**config.mk**
```make
export PLATFORM = sky130hd
export DESIGN_NAME = pulse_stretch
export DESIGN_NICKNAME = d
export VERILOG_FILES = /design/src/rtl/pulse_stretch.sv
export SDC_FILE = /design/constraint.sdc
export NUM_CORES = 1
export LEC_CHECK = 0
export CAP_MARGIN = 10
export CORE_MARGIN = 3
export CORE_UTILIZATION = 45
export DETAILED_ROUTE_END_ITERATION = 6
export GPL_TIMING_DRIVEN = 0
export HOLD_SLACK_MARGIN = 0.08
export PLACE_DENSITY = 0.73
export REMOVE_ABC_BUFFERS = 1
export SYNTH_ARGS = -nofsm -noshare
export SYNTH_HDL_FRONTEND = slang
export SYNTH_SLANG_ARGS = --single-unit
```
**constraint.sdc**
```tcl
create_clock -name CLK -period 1.85 [get_ports CLK]
set_input_delay 0.37 -clock CLK [delete_from_list [all_inputs] [get_ports CLK]]
set_output_delay 0.37 -clock CLK [all_outputs]
set_load 0.02 [all_outputs]
```
**src/rtl/pulse_stretch.sv**
```systemverilog
// pulse_stretch: turns single-cycle trigger strobes into a registered level
// pulse whose length is taken from LEN when the trigger is accepted. It has an
// optional retrigger mode, an optional post-pulse holdoff, and a saturating
// count of ignored triggers.
module pulse_stretch #(
  parameter int CNT_BITS  = 8,
  parameter bit RETRIGGER = 1'b0,
  parameter int HOLDOFF   = 0,
  parameter int DROP_BITS = 8
) (
  input  logic                 CLK,
  input  logic                 RST_N,
  input  logic                 I,
  input  logic [CNT_BITS-1:0]  LEN,
  input  logic                 DROP_CLR,
  output logic                 O,
  output logic                 BUSY,
  output logic [DROP_BITS-1:0] DROP_CNT
);

  localparam logic [1:0] IDLE   = 2'd0;
  localparam logic [1:0] ACTIVE = 2'd1;
  localparam logic [1:0] HOLD   = 2'd2;

  // Holdoff counter load value; the counter runs HOLDOFF-1 down to 0, so the
  // FSM spends exactly HOLDOFF cycles in HOLD.
  localparam int                HOLD_M1   = (HOLDOFF > 0) ? HOLDOFF - 1 : 0;
  localparam logic [CNT_BITS-1:0] HOLD_LOAD = CNT_BITS'(HOLD_M1);

  logic [1:0]          state;
  logic [1:0]          state_next;
  logic [CNT_BITS-1:0] cnt;
  logic [CNT_BITS-1:0] cnt_next;
  logic [CNT_BITS-1:0] hcnt;
  logic [CNT_BITS-1:0] hcnt_next;
  logic [CNT_BITS-1:0] len_m1;
  logic                drop;

  // A length of zero is treated as one cycle, so the load value never underflows.
  assign len_m1 = (LEN == '0) ? '0 : LEN - CNT_BITS'(1);

  // Next-state, counter reload and drop-event decode for the stretcher FSM.
  always_comb begin
    state_next = state;
    cnt_next   = cnt;
    hcnt_next  = hcnt;
    drop       = 1'b0;
    case (state)
      IDLE: begin
        if (I) begin
          cnt_next   = len_m1;
          state_next = ACTIVE;
        end
      end
      ACTIVE: begin
        if (RETRIGGER && I) begin
          cnt_next = len_m1;
        end else if (cnt != '0) begin
          cnt_next = cnt - CNT_BITS'(1);
          drop     = I;
        end else if ((HOLDOFF == 0) && I) begin
          cnt_next = len_m1;
        end else if (HOLDOFF > 0) begin
          hcnt_next  = HOLD_LOAD;
          state_next = HOLD;
          drop       = I;
        end else begin
          state_next = IDLE;
        end
      end
      HOLD: begin
        drop = I;
        if (hcnt != '0) begin
          hcnt_next = hcnt - CNT_BITS'(1);
        end else begin
          state_next = IDLE;
        end
      end
      default: begin
        state_next = IDLE;
      end
    endcase
  end

  // State, counters and the registered O/BUSY outputs, all derived from the next state.
  always_ff @(posedge CLK or negedge RST_N) begin
    if (!RST_N) begin
      state <= IDLE;
      cnt   <= '0;
      hcnt  <= '0;
      O     <= 1'b0;
      BUSY  <= 1'b0;
    end else begin
      state <= state_next;
      cnt   <= cnt_next;
      hcnt  <= hcnt_next;
      O     <= (state_next == ACTIVE);
      BUSY  <= (state_next != IDLE);
    end
  end

  // Saturating dropped-trigger counter; a clear in the same cycle as a drop leaves one.
  always_ff @(posedge CLK or negedge RST_N) begin
    if (!RST_N) begin
      DROP_CNT <= '0;
    end else if (DROP_CLR) begin
      DROP_CNT <= drop ? DROP_BITS'(1) : '0;
    end else if (drop && (DROP_CNT != '1)) begin
      DROP_CNT <= DROP_CNT + DROP_BITS'(1);
    end
  end

endmodule
```
==> tab_implementation.tex, run 1 <==
\begin{tabular}{lr}
\hline
Metric & Value \\
\hline
\multicolumn{2}{l}{\textbf{Clock tree}} \\
Library cell used as clock root buffer & sky130\_fd\_sc\_hd\_\_clkbuf\_8 \\
Hold\_buf cts & 0 \\
CTS H-Tree Depth & 1 \\
TritonCTS sink count & 28 \\
TritonCTS Buffers & 3 \\
CTS clock-pin slew for the worst setup and hold paths & $\sim$0.1 ns \\
CTS tree & done \\
Clock insertion delay at the later pin of the skew report & approximately 0.28 ns \\
Bufs on Longest Clock Path & 2 \\
\multicolumn{2}{l}{\textbf{Drt}} \\
Initial drt markers & 105 \\
Post-route met1 wirelength & approximately 1900 um \\
Number of iterations in the first detailed-routing pass & 4 \\
Top routing layer in use & met4 \\
Per-cell via count in the routed design & around 5.6 \\
Vias after detailed routing & between 1500 and 2000 \\
Routed Wire Length & between 4000 and 5000 um \\
Number of remaining DRC errors & 0 \\
Met3 WL & roughly 150 um \\
Post-route antenna net violation count & 0 \\
Met2 routed wirelength & slightly above 2000 um \\
Final routed wire length divided by cell count & 14.29 um \\
\multicolumn{2}{l}{\textbf{Final layout}} \\
Most frequent cells in the layout & sky130\_fd\_sc\_hd\_\_dfrtp\_1, sky130\_fd\_sc\_hd\_\_clkdlybuf4s50\_1, sky130\_fd\_sc\_hd\_\_buf\_4 \\
Area of all placed cells without fillers & about 2400 um2 \\
Total area of multi-input combinational cells & 1176 um2 \\
Synthesis-to-layout area growth & 31.77\% \\
Fill cell count & just over 300 \\
Layout Nets & about 260 \\
Most common cell after layout, fill and taps aside & sky130\_fd\_sc\_hd\_\_dfrtp\_1 \\
ANT cells & 0 \\
Ratio of cells with drive above 1 in the final layout & 0.2288 \\
Final Util & 0.6380 \\
Sequential standard cell area & 704.4 um2 \\
\multicolumn{2}{l}{\textbf{Job}} \\
Max-cap violations & 0 \\
\multicolumn{2}{l}{\textbf{Floorplanning}} \\
Site Rows & 22 \\
Total Die Area & between 4000 and 5000 um2 \\
Die span in y & 69.93 um \\
I/O pin count & 22 \\
Area of the core region & 3799 um2 \\
Die span in x & 69.93 um \\
Initial Utilization & 0.4842 \\
\multicolumn{2}{l}{\textbf{Timing}} \\
Final critical-path share of the clock period & 1.018 \\
Max Clk Rate & around 530 MHz \\
Final Max Tran Viols & 0 \\
Number of hold violations in the final report & 0 \\
Time the final worst path needs with I/O delays and setup & 1.883 ns \\
RSZ-0062 raised after global routing & yes \\
Min setup slack post-route & -0.03340 ns \\
Headroom to the max-slew limit & 0.5135 \\
Final clock skew & roughly 0.011 ns \\
Number of failing setup endpoints in the final timing report & 3 \\
Worst-Margin Slew & approximately 0.73 ns \\
\multicolumn{2}{l}{\textbf{Place}} \\
I/O Buffers & 21 \\
Placed Area & 2113 um2 \\
Total half-perimeter wirelength after legalization and detailed placement & approximately 2900 um \\
RePlAce Congestion & 0.7807 \\
\multicolumn{2}{l}{\textbf{Power}} \\
Worst ir drop on vdd & around 0.85 mV \\
Standby leakage power & around 0.95 nW \\
Power per cell area & 1109 nW/um2 \\
\multicolumn{2}{l}{\textbf{Synth}} \\
Top cells by area in the synthesized netlist & sky130\_fd\_sc\_hd\_\_dfrtp\_1, sky130\_fd\_sc\_hd\_\_ha\_1, sky130\_fd\_sc\_hd\_\_xnor2\_1 \\
Portion of the post-synthesis area used by sequential elements & 0.3810 \\
Count of flip-flops with a built-in enable after synthesis & 0 \\
Number of distinct standard cells referenced by the synthesized netlist & 53 \\
Average cell area after synthesis & around 9.5 um2 \\
Mapped Cells & between 150 and 200 \\
Netlist area before placement & around 1800 um2 \\
Top-area cell type share of the netlist area & 0.3810 \\
Most frequently used flop master after synthesis & sky130\_fd\_sc\_hd\_\_dfrtp\_1 \\
Async set-or-reset flop fraction in the synthesized netlist & 1.000 \\
Flops \& latches, synth & 28 \\
Count of synthesis-stage warnings from yosys & 0 \\
Cell type with the highest aggregate area in the netlist & sky130\_fd\_sc\_hd\_\_dfrtp\_1 \\
\multicolumn{2}{l}{\textbf{Status}} \\
Run status & finished, violations left \\
Violated checks & setup timing \\
\multicolumn{2}{l}{\textbf{GRT}} \\
Largest net degree at the start of global routing & 19 \\
Wire length of the first global-routing pass & 7203 um \\
Number of antenna violations at the first check in global routing & 0 \\
Total global-route track usage & 0.1719 \\
Global route total overflow & 0 \\
Vias in the first global route & between 1500 and 2000 \\
\multicolumn{2}{l}{\textbf{Worst setup path}} \\
Cell family with the largest share of critical-path delay & simple AND/OR/NAND/NOR gates \\
Arrival time of the worst setup path & between 2 and 2.5 ns \\
Largest stage delay, worst path & 0.50 ns \\
Cell-by-cell listing of the critical path & ha\_4, or4b\_4, o221ai\_4, nor3\_2, mux2\_4 \\
Critical path class & register to register \\
Kind of end point of the critical path & register \\
CP Max Fanout & 7 \\
Critical path buffers and inverters & 0 \\
Required time at the worst-slack endpoint & 2.03 ns \\
Element type at the critical path start & register \\
Cell with the largest stage delay on the worst path & sky130\_fd\_sc\_hd\_\_or4b\_4 \\
\multicolumn{2}{l}{\textbf{Worst hold path}} \\
Class of the tightest hold or removal check & register to register \\
\hline
\end{tabular}
[through the flow]
step                      worst slack, ns  instances  hold WS (ns)  power [mW]  setup TNS (ns)
after floorplan                   -0.1992        191       0.07441       1.604         -0.7608
after global placement            -0.3588        260        0.4704       1.874          -6.607
after detailed placement          -0.3888        261        0.4643       1.904          -5.259
after CTS                        -0.06567        279        0.4899       2.656         -0.1681
after global routing             -0.08823        284        0.5025       2.881         -0.4074
final                            -0.03340        284        0.4917       2.688        -0.07077
[cell usage after synthesis, types with 2 or more instances]
master and instances:
sky130_fd_sc_hd__dfrtp_1 28, sky130_fd_sc_hd__o31ai_1 2, sky130_fd_sc_hd__nor2b_1 3, sky130_fd_sc_hd__nor2_1 9, sky130_fd_sc_hd__nand3_1 6, sky130_fd_sc_hd__nor3_1 9, sky130_fd_sc_hd__o211ai_1 5, sky130_fd_sc_hd__nand2_1 16
sky130_fd_sc_hd__a21oi_1 7, sky130_fd_sc_hd__ha_1 10, sky130_fd_sc_hd__o2111ai_1 2, sky130_fd_sc_hd__nand4_1 2, sky130_fd_sc_hd__clkbuf_1 3, sky130_fd_sc_hd__a221oi_1 2, sky130_fd_sc_hd__o21ai_1 3, sky130_fd_sc_hd__xnor2_1 9
sky130_fd_sc_hd__inv_1 12, sky130_fd_sc_hd__nand2b_1 5, sky130_fd_sc_hd__a31oi_1 4, sky130_fd_sc_hd__nor3b_1 5, sky130_fd_sc_hd__o21ai_0 5, sky130_fd_sc_hd__and2_1 2, sky130_fd_sc_hd__a211oi_1 4, sky130_fd_sc_hd__nor4_1 4
sky130_fd_sc_hd__xor2_1 5, sky130_fd_sc_hd__mux2_1 3, sky130_fd_sc_hd__mux2i_1 3
[worst register-to-register path, stage by stage, from the launching register on]
cell and delay, ns:
sky130_fd_sc_hd__dfrtp_2 0.46, sky130_fd_sc_hd__ha_4 0.17, sky130_fd_sc_hd__or4b_4 0.50, sky130_fd_sc_hd__o221ai_4 0.25, sky130_fd_sc_hd__nor3_2 0.10, sky130_fd_sc_hd__mux2_4 0.31
[layer usage]
| layer | vias to the layer above | GRT usage |
|---|---|---|
| li1 | 808 | - |
| met1 | 765 | 0.2186 |
| met2 | 28 | 0.3075 |
| met3 | 2 | 0.02878 |
| met4 | 0 | 0.03191 |
| met5 | - | 0 |
[flip-flops by register name (all words and copies together), names as in the netlist]
name,flops
BUSY,1
hcnt,8
cnt,8
DROP_CNT,8
O,1
state,2
[cell families (layout without fill, tap and decap cells)]
kind of cell	after synthesis	count (layout)	share of synthesized area
AOI/OAI and AO/OA	48	48	0.1932
xor gates and xnor gates	14	14	0.06667
muxes	6	6	0.03469
buffers and inverters	15	57	0.03061
DFF	28	28	0.3810
and+or+nand+nor	73	73	0.2259
adders and majority gates	10	10	0.06803
[area by class of cell]
cell class	instances	area share
Clock buffer	3	0.01704
Clock inverter	1	0.01239
Inverter	12	0.01859
Multi-Input combinational cell	151	0.4853
Sequential cell	28	0.2907
Tap cell	48	0.02478
Timing Repair Buffer	41	0.1513
[final timing paths]
| check | start | cells past startpoint | endpoint | slack, ns |
|---|---|---|---|---|
| max | state[1]$_DFF_PN0_ | 5 | DROP_CNT[7]$_DFFE_PN0P_ | -0.03 |
| min | hcnt[7]$_DFFE_PN0P_ | 1 | hcnt[7]$_DFFE_PN0P_ | 0.49 |
| max reg2reg | state[1]$_DFF_PN0_ | 5 | DROP_CNT[7]$_DFFE_PN0P_ | -0.03 |
| min reg2reg | hcnt[7]$_DFFE_PN0P_ | 1 | hcnt[7]$_DFFE_PN0P_ | 0.49 |
| max in group asynchronous | RST_N | 2 | state[0]$_DFF_PN0_ | 0.76 |
| min in group asynchronous | RST_N | 1 | DROP_CNT[0]$_DFFE_PN0P_ | 0.51 |
[power breakdown]
| group | internal [mW] | leakage, nW | total (mW) | switching, mW |
|---|---|---|---|---|
| clock | 0.290 | 0.0357 | 0.489 | 0.199 |
| sequential | 0.746 | 0.365 | 0.862 | 0.116 |
| combinational | 0.661 | 0.548 | 1.34 | 0.676 |
[timing repair]
action                                  CTS  global route
resized for setup                        23             4
buffers inserted                         14             5
pin swaps                                 8             3
endpoints found under the setup margin   21            15
gates cloned                              0             0
No activity file was read; power rests on OpenSTA's default activity.
==> run 2: changes to the inputs <==
- ABC_AREA: not set -> 0
- SKIP_LAST_GASP: not set -> 1
==> results of run 2 <==
No change in the layout: final DEF, timing and power equal those of run 1.
==> run 3: changes to the inputs <==
- CORE_MARGIN: 3 -> not set
==> run 3 against run 2 <==
Net effect:
- the run still ends with setup timing left
- clock-buffer cell count did not move
- final cell count grew 1.8%
- worst setup slack lost 0.016 ns
- critical path depth is the same
- clock power shrank 1%
- register-to-register slack lost 0.02 ns
- die area shrank 11%
- worst hold slack gained 0.00065 ns
- non-clock buffer count up 5
- via count rose by 4.3%
- critical path type unchanged
- largest power group unchanged
- highest routed layer unchanged
==> tab_implementation.tex, run 3 (synthesis results as in run 1) <==
\begin{tabular}{lr}
\hline
Metric & Value \\
\hline
\multicolumn{2}{l}{\textbf{Worst setup path}} \\
Largest stage delay, worst path & roughly 0.50 ns \\
End of the worst register-to-register path & DROP\_CNT[7]\$\_DFFE\_PN0P\_ \\
Startpoint of the most critical setup path & state[1]\$\_DFF\_PN0\_ \\
Cell with the largest stage delay on the worst path & sky130\_fd\_sc\_hd\_\_or4b\_4 \\
Arrival time of the worst setup path & 2.07 ns \\
Cell-by-cell listing of the critical path & ha\_4, or4b\_4, o221ai\_4, nor3\_2, mux2\_4 \\
Required time at the worst-slack endpoint & between 2 and 2.5 ns \\
Path depth of the worst reg2reg path & 5 \\
Element type at the critical path start & register \\
Cell family with the largest share of critical-path delay & simple AND/OR/NAND/NOR gates \\
R2r startpoint & state[1]\$\_DFF\_PN0\_ \\
CP Max Fanout & 5 \\
Kind of end point of the critical path & register \\
Reg-to-reg slack, setup & -0.05 ns \\
Critical path class & register to register \\
Critical path buffers and inverters & 0 \\
\multicolumn{2}{l}{\textbf{Drt}} \\
Per-cell via count in the routed design & between 5 and 6 \\
Routed Wire Length & about 4100 um \\
Final routed wire length divided by cell count & about 14 um \\
Post-route antenna net violation count & 0 \\
Vias after detailed routing & between 1500 and 2000 \\
Number of remaining DRC errors & 0 \\
Number of iterations in the first detailed-routing pass & 4 \\
Initial drt markers & 168 \\
\multicolumn{2}{l}{\textbf{Worst hold path}} \\
Worst min-delay path endpoint & hcnt[7]\$\_DFFE\_PN0P\_ \\
Class of the tightest hold or removal check & register to register \\
Hold Crit Depth & 1 \\
Hold Crit Start & hcnt[7]\$\_DFFE\_PN0P\_ \\
\multicolumn{2}{l}{\textbf{Place}} \\
Total half-perimeter wirelength after legalization and detailed placement & 2821 um \\
Pre-CTS worst setup slack & -0.3961 ns \\
RePlAce Congestion & 0.7975 \\
Placed Area & roughly 2100 um2 \\
I/O Buffers & 21 \\
\multicolumn{2}{l}{\textbf{Timing}} \\
Final critical-path share of the clock period & 1.027 \\
Number of failing setup endpoints in the final timing report & 3 \\
RSZ-0062 raised after global routing & yes \\
Max Clk Rate & $\sim$530 MHz \\
Worst-Margin Slew & about 0.75 ns \\
Min setup slack post-route & -0.04909 ns \\
Number of hold violations in the final report & 0 \\
Time the final worst path needs with I/O delays and setup & $\sim$1.9 ns \\
Headroom to the max-slew limit & 0.4965 \\
Final clock skew & $\sim$0.0060 ns \\
Final Max Tran Viols & 0 \\
\multicolumn{2}{l}{\textbf{GRT}} \\
Largest net degree at the start of global routing & 19 \\
Vias in the first global route & 1651 \\
Global route total overflow & 0 \\
Wire length of the first global-routing pass & between 7000 and 8000 um \\
Total global-route track usage & 0.2069 \\
Number of antenna violations at the first check in global routing & 0 \\
\multicolumn{2}{l}{\textbf{Power}} \\
Final Power & around 2.8 mW \\
Worst ir drop on vdd & 0.8702 mV \\
Int Pwr & around 1.8 mW \\
Switching fraction of total power & 0.3663 \\
Logic gate share of total power & 0.512 \\
Total net switching power & a little over 1 mW \\
Clock group share of total power & 0.174 \\
Standby leakage power & 0.9831 nW \\
Power per cell area & between 1000 and 1500 nW/um2 \\
Part of the power in registers & 0.314 \\
\multicolumn{2}{l}{\textbf{Final layout}} \\
ANT cells & 0 \\
Largest registers & DROP\_CNT (8), cnt (8), hcnt (8) \\
Synthesis-to-layout area growth & 36.12\% \\
Area of all placed cells without fillers & around 2500 um2 \\
Layout Nets & 264 \\
Most frequent cells in the layout & sky130\_fd\_sc\_hd\_\_dfrtp\_1, sky130\_fd\_sc\_hd\_\_buf\_4, sky130\_fd\_sc\_hd\_\_clkdlybuf4s50\_1 \\
Final Util & 0.6591 \\
Ratio of cells with drive above 1 in the final layout & 0.2614 \\
Most common cell after layout, fill and taps aside & sky130\_fd\_sc\_hd\_\_dfrtp\_1 \\
\multicolumn{2}{l}{\textbf{Status}} \\
Run status & finished, violations left \\
Violated checks & setup timing \\
\multicolumn{2}{l}{\textbf{Clock tree}} \\
Clock insertion delay at the later pin of the skew report & 0.27 ns \\
TritonCTS Buffers & 3 \\
CTS clock-pin slew for the worst setup and hold paths & roughly 0.10 ns \\
Library cell used as clock root buffer & sky130\_fd\_sc\_hd\_\_clkbuf\_8 \\
CTS H-Tree Depth & 1 \\
TritonCTS sink count & 28 \\
CTS tree & done \\
Bufs on Longest Clock Path & 2 \\
\multicolumn{2}{l}{\textbf{Floorplanning}} \\
Die span in x & $\sim$66 um \\
Initial Utilization & 0.4842 \\
Area of the core region & 3799 um2 \\
Site Rows & 22 \\
Total Die Area & 4347 um2 \\
Die span in y & about 66 um \\
I/O pin count & 22 \\
\multicolumn{2}{l}{\textbf{Job}} \\
Max-cap violations & 0 \\
\hline
\end{tabular}
run 3: through the flow:
stage	cells	TNS (ns)	hold WS, ns
global placement	260	-7.821	0.4724
finish	289	-0.1028	0.4924
floorplan	191	-0.7608	0.07441
detailed placement	261	-5.291	0.4754
CTS	282	-0.2710	0.4938
global route	289	-0.5150	0.5235
run 3: per-layer routing:
metal,up-vias,GRT usage,part of all wire
met2,51,0.3597,0.52
met1,792,0.2551,0.42
met4,0,0.07181,0.014
met3,8,0.03621,0.044
li1,821,-,-
met5,-,0,0
run 3: area by class of cell:
| cell class | count | area [um2] |
|---|---|---|
| repair buffers | 46 | 427.9 |
| inverters | 12 | 45.04 |
| clock inverters | 1 | 30.03 |
| clock buffers | 3 | 41.29 |
| multi-input cells | 151 | 1195 |
| well taps | 48 | 60.06 |
| fillers | 317 | 1295 |
| flip-flops and latches | 28 | 704.4 |
run 3: timing repair:
| item | CTS | global route |
|---|---|---|
| resized for setup | 26 | 10 |
| pin swaps | 9 | 3 |
| hold buffers | 0 | 0 |
| setup buffers | 17 | 7 |
| setup endpoints to repair | 21 | 19 |
run 3: worst max path at each step:
stage / cells after the start / slack, ns / endpoint
2_1_floorplan: 6 / -0.20 / DROP_CNT[5]$_DFFE_PN0P_
3_3_place_gp: 5 / -0.40 / cnt[0]$_DFFE_PN0P_
3_5_place_dp: 6 / -0.40 / DROP_CNT[7]$_DFFE_PN0P_
4_1_cts: 5 / -0.07 / DROP_CNT[7]$_DFFE_PN0P_
5_1_grt: 6 / -0.10 / DROP_CNT[5]$_DFFE_PN0P_
6_report: 5 / -0.05 / DROP_CNT[7]$_DFFE_PN0P_
run 3: power groups by stage:
stage / Clock (mW) / Combinational (mW) / Sequential, mW
after floorplan: 0 / 0.683 / 0.921
after global placement: 0 / 0.964 / 0.911
after detailed placement: 0 / 0.989 / 0.915
after CTS: 0.495 / 1.29 / 0.868
after global routing: 0.520 / 1.54 / 0.891
final: 0.484 / 1.42 / 0.874
